<file path="src/rtl/pong_pixel_gen_if.sv">
// Signal bundle between the VGA driver / game inputs and the pong engine.
// dbg_* fields mirror internal game state so external checkers can observe it.
interface pong_pixel_gen_if;
  logic [9:0] pixel_row;
  logic [9:0] pixel_col;
  logic       p1_up;
  logic       p1_down;
  logic       p2_up;
  logic       p2_down;
  logic       serve;
  logic [2:0] pixel_rgb;
  logic [3:0] score_p1;
  logic [3:0] score_p2;
  logic       game_over;
  logic [1:0] dbg_state;
  logic [9:0] dbg_ball_x;
  logic [9:0] dbg_ball_y;
  logic       dbg_dx_neg;
  logic       dbg_dy_neg;
  logic [9:0] dbg_p1_y;
  logic [9:0] dbg_p2_y;

  modport master (
    output pixel_row, pixel_col, p1_up, p1_down, p2_up, p2_down, serve,
    input  pixel_rgb, score_p1, score_p2, game_over,
    input  dbg_state, dbg_ball_x, dbg_ball_y, dbg_dx_neg, dbg_dy_neg, dbg_p1_y, dbg_p2_y
  );

  modport slave (
    input  pixel_row, pixel_col, p1_up, p1_down, p2_up, p2_down, serve,
    output pixel_rgb, score_p1, score_p2, game_over,
    output dbg_state, dbg_ball_x, dbg_ball_y, dbg_dx_neg, dbg_dy_neg, dbg_p1_y, dbg_p2_y
  );
endinterface

</file>
<file path="src/rtl/pong_pixel_gen.sv">
// Pong game engine: per-frame ball/paddle update, scoring FSM and a
// zero-latency pixel renderer feeding the VGA driver.
module pong_pixel_gen #(
  parameter int HACTIVE      = 640,
  parameter int VACTIVE      = 480,
  parameter int PADDLE_W     = 8,
  parameter int PADDLE_H     = 64,
  parameter int PADDLE_X1    = 16,
  parameter int PADDLE_X2    = 616,
  parameter int BALL_SIZE    = 8,
  parameter int BALL_SPEED   = 2,
  parameter int PADDLE_SPEED = 4,
  parameter int WIN_SCORE    = 9,
  parameter int POINT_PAUSE  = 60
) (
  input logic             clock,
  input logic             reset,
  pong_pixel_gen_if.slave bus
);
  localparam logic [9:0] HA      = 10'(HACTIVE);
  localparam logic [9:0] VA      = 10'(VACTIVE);
  localparam logic [9:0] BS      = 10'(BALL_SIZE);
  localparam logic [9:0] SP      = 10'(BALL_SPEED);
  localparam logic [9:0] PS      = 10'(PADDLE_SPEED);
  localparam logic [9:0] PH      = 10'(PADDLE_H);
  localparam logic [9:0] PW      = 10'(PADDLE_W);
  localparam logic [9:0] PX1     = 10'(PADDLE_X1);
  localparam logic [9:0] PX2     = 10'(PADDLE_X2);
  localparam logic [9:0] P_MAX   = 10'(VACTIVE - PADDLE_H);
  localparam logic [9:0] Y_MAX   = 10'(VACTIVE - BALL_SIZE);
  localparam logic [9:0] L_PLANE = 10'(PADDLE_X1 + PADDLE_W);
  localparam logic [9:0] R_PLANE = 10'(PADDLE_X2 - BALL_SIZE);
  localparam logic [9:0] BX0     = 10'(HACTIVE / 2 - BALL_SIZE / 2);
  localparam logic [9:0] BY0     = 10'(VACTIVE / 2 - BALL_SIZE / 2);
  localparam logic [9:0] PY0     = 10'((VACTIVE - PADDLE_H) / 2);
  localparam logic [9:0] NET_L   = 10'(HACTIVE / 2 - 2);
  localparam logic [9:0] NET_R   = 10'(HACTIVE / 2 + 2);
  localparam logic [3:0] WIN     = 4'(WIN_SCORE);
  localparam logic [7:0] PAUSE_LAST = 8'(POINT_PAUSE - 1);

  typedef enum logic [1:0] {
    S_IDLE     = 2'd0,
    S_PLAY     = 2'd1,
    S_POINT    = 2'd2,
    S_GAMEOVER = 2'd3
  } state_t;

  state_t     state;
  logic [9:0] ball_x, ball_y, p1_y, p2_y;
  logic       dx_neg, dy_neg;
  logic [3:0] score_p1, score_p2;
  logic       game_over;
  logic [7:0] pause_cnt;

  logic       frame_tick;
  logic [9:0] bx_next, by_next;
  logic       dx_next, dy_next;
  logic       miss_l, miss_r;
  logic       overlap1, overlap2;
  logic [3:0] score_inc;

  function automatic logic [9:0] paddle_step(input logic [9:0] y, input logic up,
                                             input logic down);
    paddle_step = y;
    if (up && !down)      paddle_step = (y < PS) ? '0 : y - PS;
    else if (down && !up) paddle_step = (y > P_MAX - PS) ? P_MAX : y + PS;
  endfunction

  assign frame_tick = (bus.pixel_row == VA) && (bus.pixel_col == '0);

  // Next ball position; collision tests use the paddle positions before this tick.
  always_comb begin
    by_next  = ball_y;
    dy_next  = dy_neg;
    bx_next  = ball_x;
    dx_next  = dx_neg;
    miss_l   = 1'b0;
    miss_r   = 1'b0;
    overlap1 = (ball_y + BS > p1_y) && (ball_y < p1_y + PH);
    overlap2 = (ball_y + BS > p2_y) && (ball_y < p2_y + PH);

    if (dy_neg) begin
      if (ball_y < SP) begin
        by_next = '0;
        dy_next = 1'b0;
      end else begin
        by_next = ball_y - SP;
      end
    end else begin
      if (ball_y + BS + SP > VA) begin
        by_next = Y_MAX;
        dy_next = 1'b1;
      end else begin
        by_next = ball_y + SP;
      end
    end

    if (dx_neg) begin
      if (ball_x >= L_PLANE && ball_x - SP <= L_PLANE && overlap1) begin
        bx_next = L_PLANE;
        dx_next = 1'b0;
      end else if (ball_x < SP) begin
        miss_l = 1'b1;
      end else begin
        bx_next = ball_x - SP;
      end
    end else begin
      if (ball_x <= R_PLANE && ball_x + SP >= R_PLANE && overlap2) begin
        bx_next = R_PLANE;
        dx_next = 1'b1;
      end else if (ball_x + BS + SP > HA) begin
        miss_r = 1'b1;
      end else begin
        bx_next = ball_x + SP;
      end
    end

    score_inc = miss_r ? score_p1 : score_p2;
    if (score_inc != 4'hF) score_inc = score_inc + 4'd1;
  end

  always_ff @(posedge clock) begin
    if (reset) begin
      state     <= S_IDLE;
      ball_x    <= BX0;
      ball_y    <= BY0;
      dx_neg    <= 1'b0;
      dy_neg    <= 1'b0;
      p1_y      <= PY0;
      p2_y      <= PY0;
      score_p1  <= '0;
      score_p2  <= '0;
      game_over <= 1'b0;
      pause_cnt <= '0;
    end else begin
      if (frame_tick && state != S_GAMEOVER) begin
        p1_y <= paddle_step(p1_y, bus.p1_up, bus.p1_down);
        p2_y <= paddle_step(p2_y, bus.p2_up, bus.p2_down);
      end
      case (state)
        S_IDLE: begin
          if (frame_tick && bus.serve) begin
            state  <= S_PLAY;
            dx_neg <= 1'b0;
            dy_neg <= 1'b0;
          end
        end
        S_PLAY: begin
          if (frame_tick) begin
            if (miss_l || miss_r) begin
              if (miss_r) score_p1 <= score_inc;
              else        score_p2 <= score_inc;
              if (score_inc == WIN) begin
                state     <= S_GAMEOVER;
                game_over <= 1'b1;
              end else begin
                // Re-serve toward whoever just conceded; dy carries over.
                state     <= S_POINT;
                ball_x    <= BX0;
                ball_y    <= BY0;
                pause_cnt <= '0;
                dx_neg    <= miss_l;
              end
            end else begin
              ball_x <= bx_next;
              ball_y <= by_next;
              dx_neg <= dx_next;
              dy_neg <= dy_next;
            end
          end
        end
        S_POINT: begin
          if (frame_tick) begin
            if (pause_cnt == PAUSE_LAST) state <= S_PLAY;
            else                         pause_cnt <= pause_cnt + 8'd1;
          end
        end
        S_GAMEOVER: begin
          if (bus.serve) begin
            state     <= S_IDLE;
            score_p1  <= '0;
            score_p2  <= '0;
            game_over <= 1'b0;
            ball_x    <= BX0;
            ball_y    <= BY0;
            dx_neg    <= 1'b0;
            dy_neg    <= 1'b0;
          end
        end
        default: state <= S_IDLE;
      endcase
    end
  end

  logic in_ball, in_p1, in_p2, in_net, visible;

  always_comb begin
    visible = (bus.pixel_row < VA) && (bus.pixel_col < HA);
    in_ball = (state != S_GAMEOVER) &&
              (bus.pixel_col >= ball_x) && (bus.pixel_col < ball_x + BS) &&
              (bus.pixel_row >= ball_y) && (bus.pixel_row < ball_y + BS);
    in_p1   = (bus.pixel_col >= PX1) && (bus.pixel_col < PX1 + PW) &&
              (bus.pixel_row >= p1_y) && (bus.pixel_row < p1_y + PH);
    in_p2   = (bus.pixel_col >= PX2) && (bus.pixel_col < PX2 + PW) &&
              (bus.pixel_row >= p2_y) && (bus.pixel_row < p2_y + PH);
    in_net  = (bus.pixel_col >= NET_L) && (bus.pixel_col < NET_R) && !bus.pixel_row[4];
    bus.pixel_rgb = 3'b000;
    if (visible) begin
      if (in_ball)     bus.pixel_rgb = 3'b111;
      else if (in_p1)  bus.pixel_rgb = 3'b100;
      else if (in_p2)  bus.pixel_rgb = 3'b001;
      else if (in_net) bus.pixel_rgb = 3'b010;
    end
  end

  assign bus.score_p1   = score_p1;
  assign bus.score_p2   = score_p2;
  assign bus.game_over  = game_over;
  assign bus.dbg_state  = state;
  assign bus.dbg_ball_x = ball_x;
  assign bus.dbg_ball_y = ball_y;
  assign bus.dbg_dx_neg = dx_neg;
  assign bus.dbg_dy_neg = dy_neg;
  assign bus.dbg_p1_y   = p1_y;
  assign bus.dbg_p2_y   = p2_y;
endmodule
</file>
<file path="src/flat_wrapper.sv">
// flat-port wrapper written by rule: the top's interface ports become plain ports
module pong_pixel_gen_flat 
#(
  parameter int HACTIVE      = 640,
  parameter int VACTIVE      = 480,
  parameter int PADDLE_W     = 8,
  parameter int PADDLE_H     = 64,
  parameter int PADDLE_X1    = 16,
  parameter int PADDLE_X2    = 616,
  parameter int BALL_SIZE    = 8,
  parameter int BALL_SPEED   = 2,
  parameter int PADDLE_SPEED = 4,
  parameter int WIN_SCORE    = 9,
  parameter int POINT_PAUSE  = 60
)
  (clock, reset, bus_pixel_row, bus_pixel_col, bus_p1_up, bus_p1_down, bus_p2_up, bus_p2_down, bus_serve, bus_pixel_rgb, bus_score_p1, bus_score_p2, bus_game_over, bus_dbg_state, bus_dbg_ball_x, bus_dbg_ball_y, bus_dbg_dx_neg, bus_dbg_dy_neg, bus_dbg_p1_y, bus_dbg_p2_y);
  pong_pixel_gen_if bus_i ();
  input logic clock;
  input logic reset;
  input wire logic [$bits(bus_i.pixel_row)-1:0] bus_pixel_row;
  input wire logic [$bits(bus_i.pixel_col)-1:0] bus_pixel_col;
  input wire logic [$bits(bus_i.p1_up)-1:0] bus_p1_up;
  input wire logic [$bits(bus_i.p1_down)-1:0] bus_p1_down;
  input wire logic [$bits(bus_i.p2_up)-1:0] bus_p2_up;
  input wire logic [$bits(bus_i.p2_down)-1:0] bus_p2_down;
  input wire logic [$bits(bus_i.serve)-1:0] bus_serve;
  output wire logic [$bits(bus_i.pixel_rgb)-1:0] bus_pixel_rgb;
  output wire logic [$bits(bus_i.score_p1)-1:0] bus_score_p1;
  output wire logic [$bits(bus_i.score_p2)-1:0] bus_score_p2;
  output wire logic [$bits(bus_i.game_over)-1:0] bus_game_over;
  output wire logic [$bits(bus_i.dbg_state)-1:0] bus_dbg_state;
  output wire logic [$bits(bus_i.dbg_ball_x)-1:0] bus_dbg_ball_x;
  output wire logic [$bits(bus_i.dbg_ball_y)-1:0] bus_dbg_ball_y;
  output wire logic [$bits(bus_i.dbg_dx_neg)-1:0] bus_dbg_dx_neg;
  output wire logic [$bits(bus_i.dbg_dy_neg)-1:0] bus_dbg_dy_neg;
  output wire logic [$bits(bus_i.dbg_p1_y)-1:0] bus_dbg_p1_y;
  output wire logic [$bits(bus_i.dbg_p2_y)-1:0] bus_dbg_p2_y;
  assign bus_i.pixel_row = bus_pixel_row;
  assign bus_i.pixel_col = bus_pixel_col;
  assign bus_i.p1_up = bus_p1_up;
  assign bus_i.p1_down = bus_p1_down;
  assign bus_i.p2_up = bus_p2_up;
  assign bus_i.p2_down = bus_p2_down;
  assign bus_i.serve = bus_serve;
  assign bus_pixel_rgb = bus_i.pixel_rgb;
  assign bus_score_p1 = bus_i.score_p1;
  assign bus_score_p2 = bus_i.score_p2;
  assign bus_game_over = bus_i.game_over;
  assign bus_dbg_state = bus_i.dbg_state;
  assign bus_dbg_ball_x = bus_i.dbg_ball_x;
  assign bus_dbg_ball_y = bus_i.dbg_ball_y;
  assign bus_dbg_dx_neg = bus_i.dbg_dx_neg;
  assign bus_dbg_dy_neg = bus_i.dbg_dy_neg;
  assign bus_dbg_p1_y = bus_i.dbg_p1_y;
  assign bus_dbg_p2_y = bus_i.dbg_p2_y;
  pong_pixel_gen #(.HACTIVE(HACTIVE), .VACTIVE(VACTIVE), .PADDLE_W(PADDLE_W), .PADDLE_H(PADDLE_H), .PADDLE_X1(PADDLE_X1), .PADDLE_X2(PADDLE_X2), .BALL_SIZE(BALL_SIZE), .BALL_SPEED(BALL_SPEED), .PADDLE_SPEED(PADDLE_SPEED), .WIN_SCORE(WIN_SCORE), .POINT_PAUSE(POINT_PAUSE)) u_core (.clock(clock), .reset(reset), .bus(bus_i));
endmodule
</file>
<file path="config.mk">
export PLATFORM = sky130hd
export DESIGN_NAME = pong_pixel_gen_flat
export DESIGN_NICKNAME = d
export VERILOG_FILES = /design/src/rtl/pong_pixel_gen_if.sv /design/src/rtl/pong_pixel_gen.sv /design/src/flat_wrapper.sv
export SDC_FILE = /design/constraint.sdc
export NUM_CORES = 1
export LEC_CHECK = 0
export ABC_AREA = 1
export CAP_MARGIN = 20
export CORE_MARGIN = 10
export CORE_UTILIZATION = 45
export CTS_CLUSTER_SIZE = 30
export DETAILED_ROUTE_END_ITERATION = 8
export PLACE_DENSITY = 0.7
export SYNTH_ARGS = -nofsm -noshare
export SYNTH_HDL_FRONTEND = slang
export SYNTH_SLANG_ARGS = --single-unit
</file>
<file path="constraint.sdc">
create_clock -name clock -period 9.84 [get_ports clock]
set_clock_uncertainty 0.1 [all_clocks]
set_input_delay 2.952 -clock clock [delete_from_list [all_inputs] [get_ports clock]]
set_output_delay 2.952 -clock clock [all_outputs]
set_load 0.02 [all_outputs]
</file>
# Word-level counts from Yosys, hierarchy flattened
# Cells that the tools add are included.
# word_totals
register_bits	61
latch_bits	0
ramBits	0
mem_bits_ro	0
input_bits	27
output_inout_bits	56
elab_cells	213
memories	0
# op_classes
addsub	16
n_mul	0
div	0
order_cmp	32
eq_ne	23
shift	0
muxes	81
n_bitwise	0
n_reduce_logical	50
# ops
operator	n
$mux 10	24
$lt 10x10->1	6
$add 10x2->10 const B	4
$ge 10x10->1	4
$mux 8	5
$pmux 10 s2	2
$mux 4	9
$gt 10x9->1 const B	3
$logic_and 1x1->1	26
$reduce_and 5->1	5
$mux 1	23
$add 10x3->10 const B	2
$add 10x4->10 const B	2
$add 10x7->10 const B	2
$ge 10x10->1 const B	2
$ge 10x5->1 const B	2
$gt 10x10->1	2
$lt 10x10->1 const B	2
$lt 10x2->1 const B	2
$lt 10x3->1 const B	2
$lt 10x9->1 const B	2
$sub 10x2->10 const B	2
$sub 10x3->10 const B	2
$reduce_and 6->1	3
33 further kinds	64

# Logic depth before layout (Yosys ltp)
# Gate-level depths: netlist (run 1).
# depth
depth_word	14
depth_mapped	28
mapped_depth_nobuf	27

# Worst setup path after synthesis (run 1)
# Ideal clock, no wire load.
# synth_timing
path_kind	input-to-output
start	in bus_pixel_col[1]
end	out bus_pixel_rgb[0]
t_arrival_ns	4.565
required_ns	6.788
setup_slack_ns	2.223
path_stages	12
cell_sequence	ha_1 > o21ai_0 > nand2_1 > a21oi_1 > o21ai_0 > a21oi_1 > nor2_1 > o211ai_1 > nand2_1 > a31oi_1 > nand3_1 > a21oi_1
# synth_via
elab_chain_len	8
# synth_lines
element	line_no	rtl
start, declared	flat_wrapper.sv:21	input wire logic [$bits(bus_i.pixel_col)-1:0] bus_pixel_col;
$ge 10x10->1 or $lt 10x10->1 (tied branches)	pong_pixel_gen.sv:204	in_p2 = (bus.pixel_col >= PX2) && (bus.pixel_col < PX2 + PW) &&
$logic_and 1x1->1 (2 in a row)	pong_pixel_gen.sv:204	
$logic_and 1x1->1	pong_pixel_gen.sv:205	(bus.pixel_row >= p2_y) && (bus.pixel_row < p2_y + PH);
$mux 3	pong_pixel_gen.sv:211	else if (in_p2) bus.pixel_rgb = 3'b001;
$mux 3	pong_pixel_gen.sv:210	else if (in_p1) bus.pixel_rgb = 3'b100;
$mux 3	pong_pixel_gen.sv:209	if (in_ball) bus.pixel_rgb = 3'b111;
$mux 3 (*)	pong_pixel_gen.sv:208	if (visible) begin
end, declared	flat_wrapper.sv:27	output wire logic [$bits(bus_i.pixel_rgb)-1:0] bus_pixel_rgb;
# Every way passes the cells marked *; elsewhere a longest branch is shown, timed or not.

# Worst setup path in the final report (run 1)
# Ends and elaborated chain as after synthesis.

==> impl_metrics.ini, run 1 <==
[routing]
dr.first_iter.drc_count = 413
dr.pass1.iters = 5
viasPerCell = 5.436
ant_nets = 0
wl_um = 20700
wl_per_cell_um = 15.59
vias = 7219
drc_errors = 0

[cells_and_area]
antenna_cells_inserted = 0
syn2layout_area_growth_pct = 14.42
layout.cells.most_common_list = nand2_1, inv_1, ha_1
layout_commonest_cell = nand2_1
drive_gt1_share_pct = 4.649
fin_nets = 1282

[synth]
syn_inst = 1075
synth_top_area_share_pct = 20.73
yosys.area.top_type = ha_1
syn_area_um2 = 7003
syn_avg_cell_area_um2 = 6.514
synthTopCellsByArea = ha_1, dfxtp_1, nand2_1, inv_1, a21oi_1
yosysWarnings = 0
ys_seq_area_share_pct = 15.72
synth-seq-cells = 55
ys_types = 49

[sta]
report.final.slew_viol_count = 0
finalCriticalPeriod_ns = 8.676
fin_crit_sh_pct = 88.17
rsz0062_at_grt = false
hold_viol = 0
setup_viol = 0
relSlewSlack_pct = 34.28
worst_pin_slew_ns = 0.9827
tns_ns = 0
fmax_mhz = 115.3

[setup_path]
cp.required_ns = 6.79
cpMaxStageDelayCell = clkdlybuf4s50_1
cpLargestDelayFamily = buffers and inverters
cp_max_fo = 3
arrival_ns = 5.62
cpMostUsedCell = a21oi_1
cp-end-kind = output port
crit_chain = clkdlybuf4s50_1 > ha_1 > o21ai_0 > nand2_1 > a21oi_1 > o21ai_0 > a21oi_1 > nor2_1 > o211ai_1 > nand2_1 > a31oi_1 > nand3_1 > a21oi_1 > clkdlybuf4s50_1
critical_path_class = in2out
slowest_delay_ns = 0.62
cp_num_buf_inv = 2
critPathLaunchType = input pin

[job]
cap_viol_max_count = 0

[power_and_ir_drop]
leakage_uw = 0.003724
fin_total_pwr_uw = 1460
power_density_nw_per_um2 = 182.2
peakVddDrop_mv = 0.1299

[floorplanning]
dieArea_um2 = 20950
die_h_um = 144.8
die_w_um = 144.8
core_region_area_um2 = 15200
top_level_ports = 83
start_util_pct = 46.07
rows = 45

[clocking]
clock_latency_ns = 0.31
path_clk_slew_ns = 0.07
clock-sinks = 55
ctsRootBufferMaster = clkbuf_16
cts_tree = yes
htreeDepth = 2
cts_resized = 0
hold_buffers = 0
cts_buffer_depth = 2
numCtsBuffers = 5
post_cts_buffers = 0

[placement]
gp_congestion = 0.9655
post-dp-hpwl_um = 16300
portBuffers = 76

[hold_path]
min_path_type = reg2reg

[global_routing]
grt_usage_pct = 19.60
grt_pass1_wl_um = 33460
grt_pass1_vias = 6620
grt_start_max_net_pins = 36
gr-total-overflow = 0
antenna_found_initial = 0

[run_status]
status = complete, no violations
area by class of cell:
class                   instances  area (um^2)
clock buffers                   6        128.9
clock inverters                 2        17.52
fillers                      1550         7189
inverters                     150        565.5
multi-input cells             850         5196
flip-flops and latches         55         1101
well taps                     188        235.2
repair buffers                 77        768.2
synth_stat cells, drive strengths merged:
library cell,count
inv,146
nand3b,1
buf,15
a31oi,5
a221oi,6
o31ai,1
clkbuf,10
or2,3
dfxtp,55
nor4,5
a21o,2
xnor2,5
ha,116
nor2,101
and2,3
o21ai,63
nor3,23
a21oi,102
nor3b,1
o2111ai,4
xor2,36
nand2,232
a211oi,10
o211ai,14
a21boi,1
o22ai,6
o21bai,3
or3,1
a2111oi,1
nand3,75
and3,1
clkinv,4
nand4,23
conb,1
per-stage QoR:
| step | setup slack, ns | cell area (um^2) | util (%) | hold slack (ns) | std cells |
|---|---|---|---|---|---|
| after floorplan | 2.223 | 7022 | - | 0.3530 | 1080 |
| after global placement | 1.168 | 7866 | 51.74 | 0.3723 | 1320 |
| after detailed placement | 1.153 | 7866 | 51.74 | 0.3811 | 1320 |
| after CTS | 1.142 | 8013 | 52.71 | 0.3916 | 1328 |
| after global routing | 0.8469 | 8013 | 52.71 | 0.4088 | 1328 |
| final | 1.164 | 8013 | 52.71 | 0.3877 | 1328 |
per-layer routing:
layer	vias up	routed length, um	GRT usage [%]
li1	3738	-	-
met1	3223	8945	24.34
met2	227	9865	33.65
met3	31	1444	3.618
met4	0	443	5.638
met5	-	0	0
registers in the layout, indices dropped and copies added (netlist names):
signal,cells
u_core.bus.dbg_dx_neg,1
u_core.bus.dbg_ball_x,9
u_core.bus.dbg_p1_y,8
u_core.bus.score_p2,4
u_core.pause_cnt,8
u_core.bus.dbg_p2_y,8
u_core.bus.game_over,1
u_core.bus.dbg_state,2
u_core.bus.score_p1,4
u_core.bus.dbg_dy_neg,1
u_core.bus.dbg_ball_y,9
tightest hold or removal path, delay by kind of cell (launching register included):
| kind | cells | cell delay (ns) |
|---|---|---|
| flip-flops | 1 | 0.33 |
| AND/OR/NAND/NOR | 1 | 0.06 |
| AO/OA/AOI/OAI | 1 | 0.05 |
power by group:
part           total, uW  internal (uW)  switching [uW]
clock network        185           95.8            89.4
registers            334            256            77.8
logic                941            343             598
path summary, 6_finish.rpt:
| path | slack (ns) | from | depth (start not counted) | end |
|---|---|---|---|---|
| worst max register to register | 4.61 | u_core.bus.dbg_ball_y[4] | 23 | u_core.bus.dbg_ball_y[1] |
| worst max-delay path | 1.16 | bus_pixel_col[1] | 14 | bus_pixel_rgb[0] |
| worst min-delay path | 0.39 | u_core.pause_cnt[5] | 2 | u_core.pause_cnt[5] |
| worst min register to register | 0.39 | u_core.pause_cnt[5] | 2 | u_core.pause_cnt[5] |
kinds of logic after synthesis:
kind of cell | share of synthesized area [%]
DFF | 15.72
adders and majority gates | 20.73
and+or+nand+nor | 30.28
AOI/OAI and AO/OA | 17.63
other | 0.05355
xor gates and xnor gates | 5.235
buffers and inverters | 10.34
(Power assumes the default switching activity.)
==> run 2: changes to the inputs <==
--- a/config.mk
+++ b/config.mk
@@ -7,7 +7,6 @@
 export LEC_CHECK = 0
 export ABC_AREA = 1
 export CAP_MARGIN = 20
-export CORE_MARGIN = 10
 export CORE_UTILIZATION = 45
 export CTS_CLUSTER_SIZE = 30
 export DETAILED_ROUTE_END_ITERATION = 8
==> impl_metrics.ini, run 2 (synthesis gave the netlist of run 1 again) <==
[sta]
tns_ns = 0
worst_pin_slew_ns = 0.9186
setup_viol = 0
fin_crit_sh_pct = 88.03
rsz0062_at_grt = false
finalCriticalPeriod_ns = 8.662
fmax_mhz = 115.4
relSlewSlack_pct = 38.57
hold_viol = 0
worst_slack_ns = 1.178
report.final.slew_viol_count = 0

[routing]
dr.pass1.iters = 6
viasPerCell = 5.493
wl_um = 20200
ant_nets = 0
wl_per_cell_um = 15.21
dr.first_iter.drc_count = 436
vias = 7295
drc_errors = 0

[clocking]
clock_latency_ns = 0.31
htreeDepth = 2
hold_buffers = 0
cts_tree = yes
cts_buffer_depth = 2
cts_resized = 0
ctsRootBufferMaster = clkbuf_16
post_cts_buffers = 0
clock-sinks = 55
numCtsBuffers = 5
path_clk_slew_ns = 0.07

[power_and_ir_drop]
peakVddDrop_mv = 0.1268
leakage_uw = 0.003727
power_density_nw_per_um2 = 181.2

[setup_path]
arrival_ns = 5.61
cp.required_ns = 6.79
critPathLaunchType = input pin
cp_max_fo = 3
critical_path_class = in2out
cp-end-kind = output port

[placement]
post-place-ws_ns = 1.158
gp_congestion = 0.9317
place_area_um2 = 7886
portBuffers = 76
post-dp-hpwl_um = 15990

[floorplanning]
top_level_ports = 83
die_w_um = 126.8
rows = 45
dieArea_um2 = 16070
core_region_area_um2 = 15200
die_h_um = 126.8
start_util_pct = 46.07

[cells_and_area]
drive_gt1_share_pct = 4.649
seqCellArea_um2 = 1101
fillers = 1591
multi_input_area_um2 = 5196
fin_area_um2 = 8028
fin_nets = 1282
layout_commonest_cell = nand2_1
antenna_cells_inserted = 0
syn2layout_area_growth_pct = 14.63
layout.cells.most_common_list = nand2_1, inv_1, ha_1

[global_routing]
antenna_found_initial = 0
gr-total-overflow = 0
grt_pass1_vias = 6709
grt_start_max_net_pins = 30
grt_usage_pct = 25.48
grt_pass1_wl_um = 32950

[job]
cap_viol_max_count = 0

[hold_path]
min_path_type = reg2reg

[run_status]
status = complete, no violations
==> run 2: area by class of cell <==
class | count | area share (%)
inverters | 150 | 7.045
multi-input cells | 850 | 64.73
repair buffers | 77 | 9.819
clock inverters | 2 | 0.1559
flip-flops and latches | 55 | 13.72
clock buffers | 6 | 1.605
well taps | 188 | 2.930
==> run 2: path summary, 6_finish.rpt <==
kind,startpoint,to,slack (ns),cells after the start
max,bus_pixel_col[1],bus_pixel_rgb[1],1.18,14
min reg2reg,u_core.pause_cnt[5],u_core.pause_cnt[5],0.39,2
max reg2reg,u_core.bus.dbg_ball_y[4],u_core.bus.dbg_ball_y[1],4.51,23
min,u_core.pause_cnt[5],u_core.pause_cnt[5],0.39,2
==> run 2: stage by stage <==
step	hold WS (ns)	util [%]	total power [uW]	std cells
after detailed placement	0.3804	51.88	1267	1320
after global routing	0.4164	52.81	1597	1328
final	0.3941	52.81	1455	1328
after CTS	0.3903	52.81	1456	1328
after floorplan	0.3530	-	1004	1080
after global placement	0.3708	51.70	1249	1319
==> run 2: power by group <==
group / switching, uW / internal (uW) / leakage, uW
logic: 594 / 344 / 0.00321
clock network: 87.1 / 94.3 / 0.0000669
registers: 79.0 / 256 / 0.000446
==> run 2: routing by layer <==
metal / vias up / track usage (%) / part of all wire, %
met4: 0 / 8.894 / 2.8
met1: 3318 / 31.45 / 44
met2: 205 / 45.08 / 48
met5: - / 0 / 0
met3: 39 / 3.712 / 5.1
li1: 3733 / - / -
==> run 2: critical path: stages <==
cell and delay (ns):
clkdlybuf4s50_1 0.50, ha_1 0.24, o21ai_0 0.14, nand2_1 0.08
a21oi_1 0.12, o21ai_0 0.09, a21oi_1 0.13, nor2_1 0.05
o211ai_1 0.15, nand2_1 0.07, a31oi_1 0.14, nand3_1 0.15
a21oi_1 0.16, clkdlybuf4s50_1 0.62
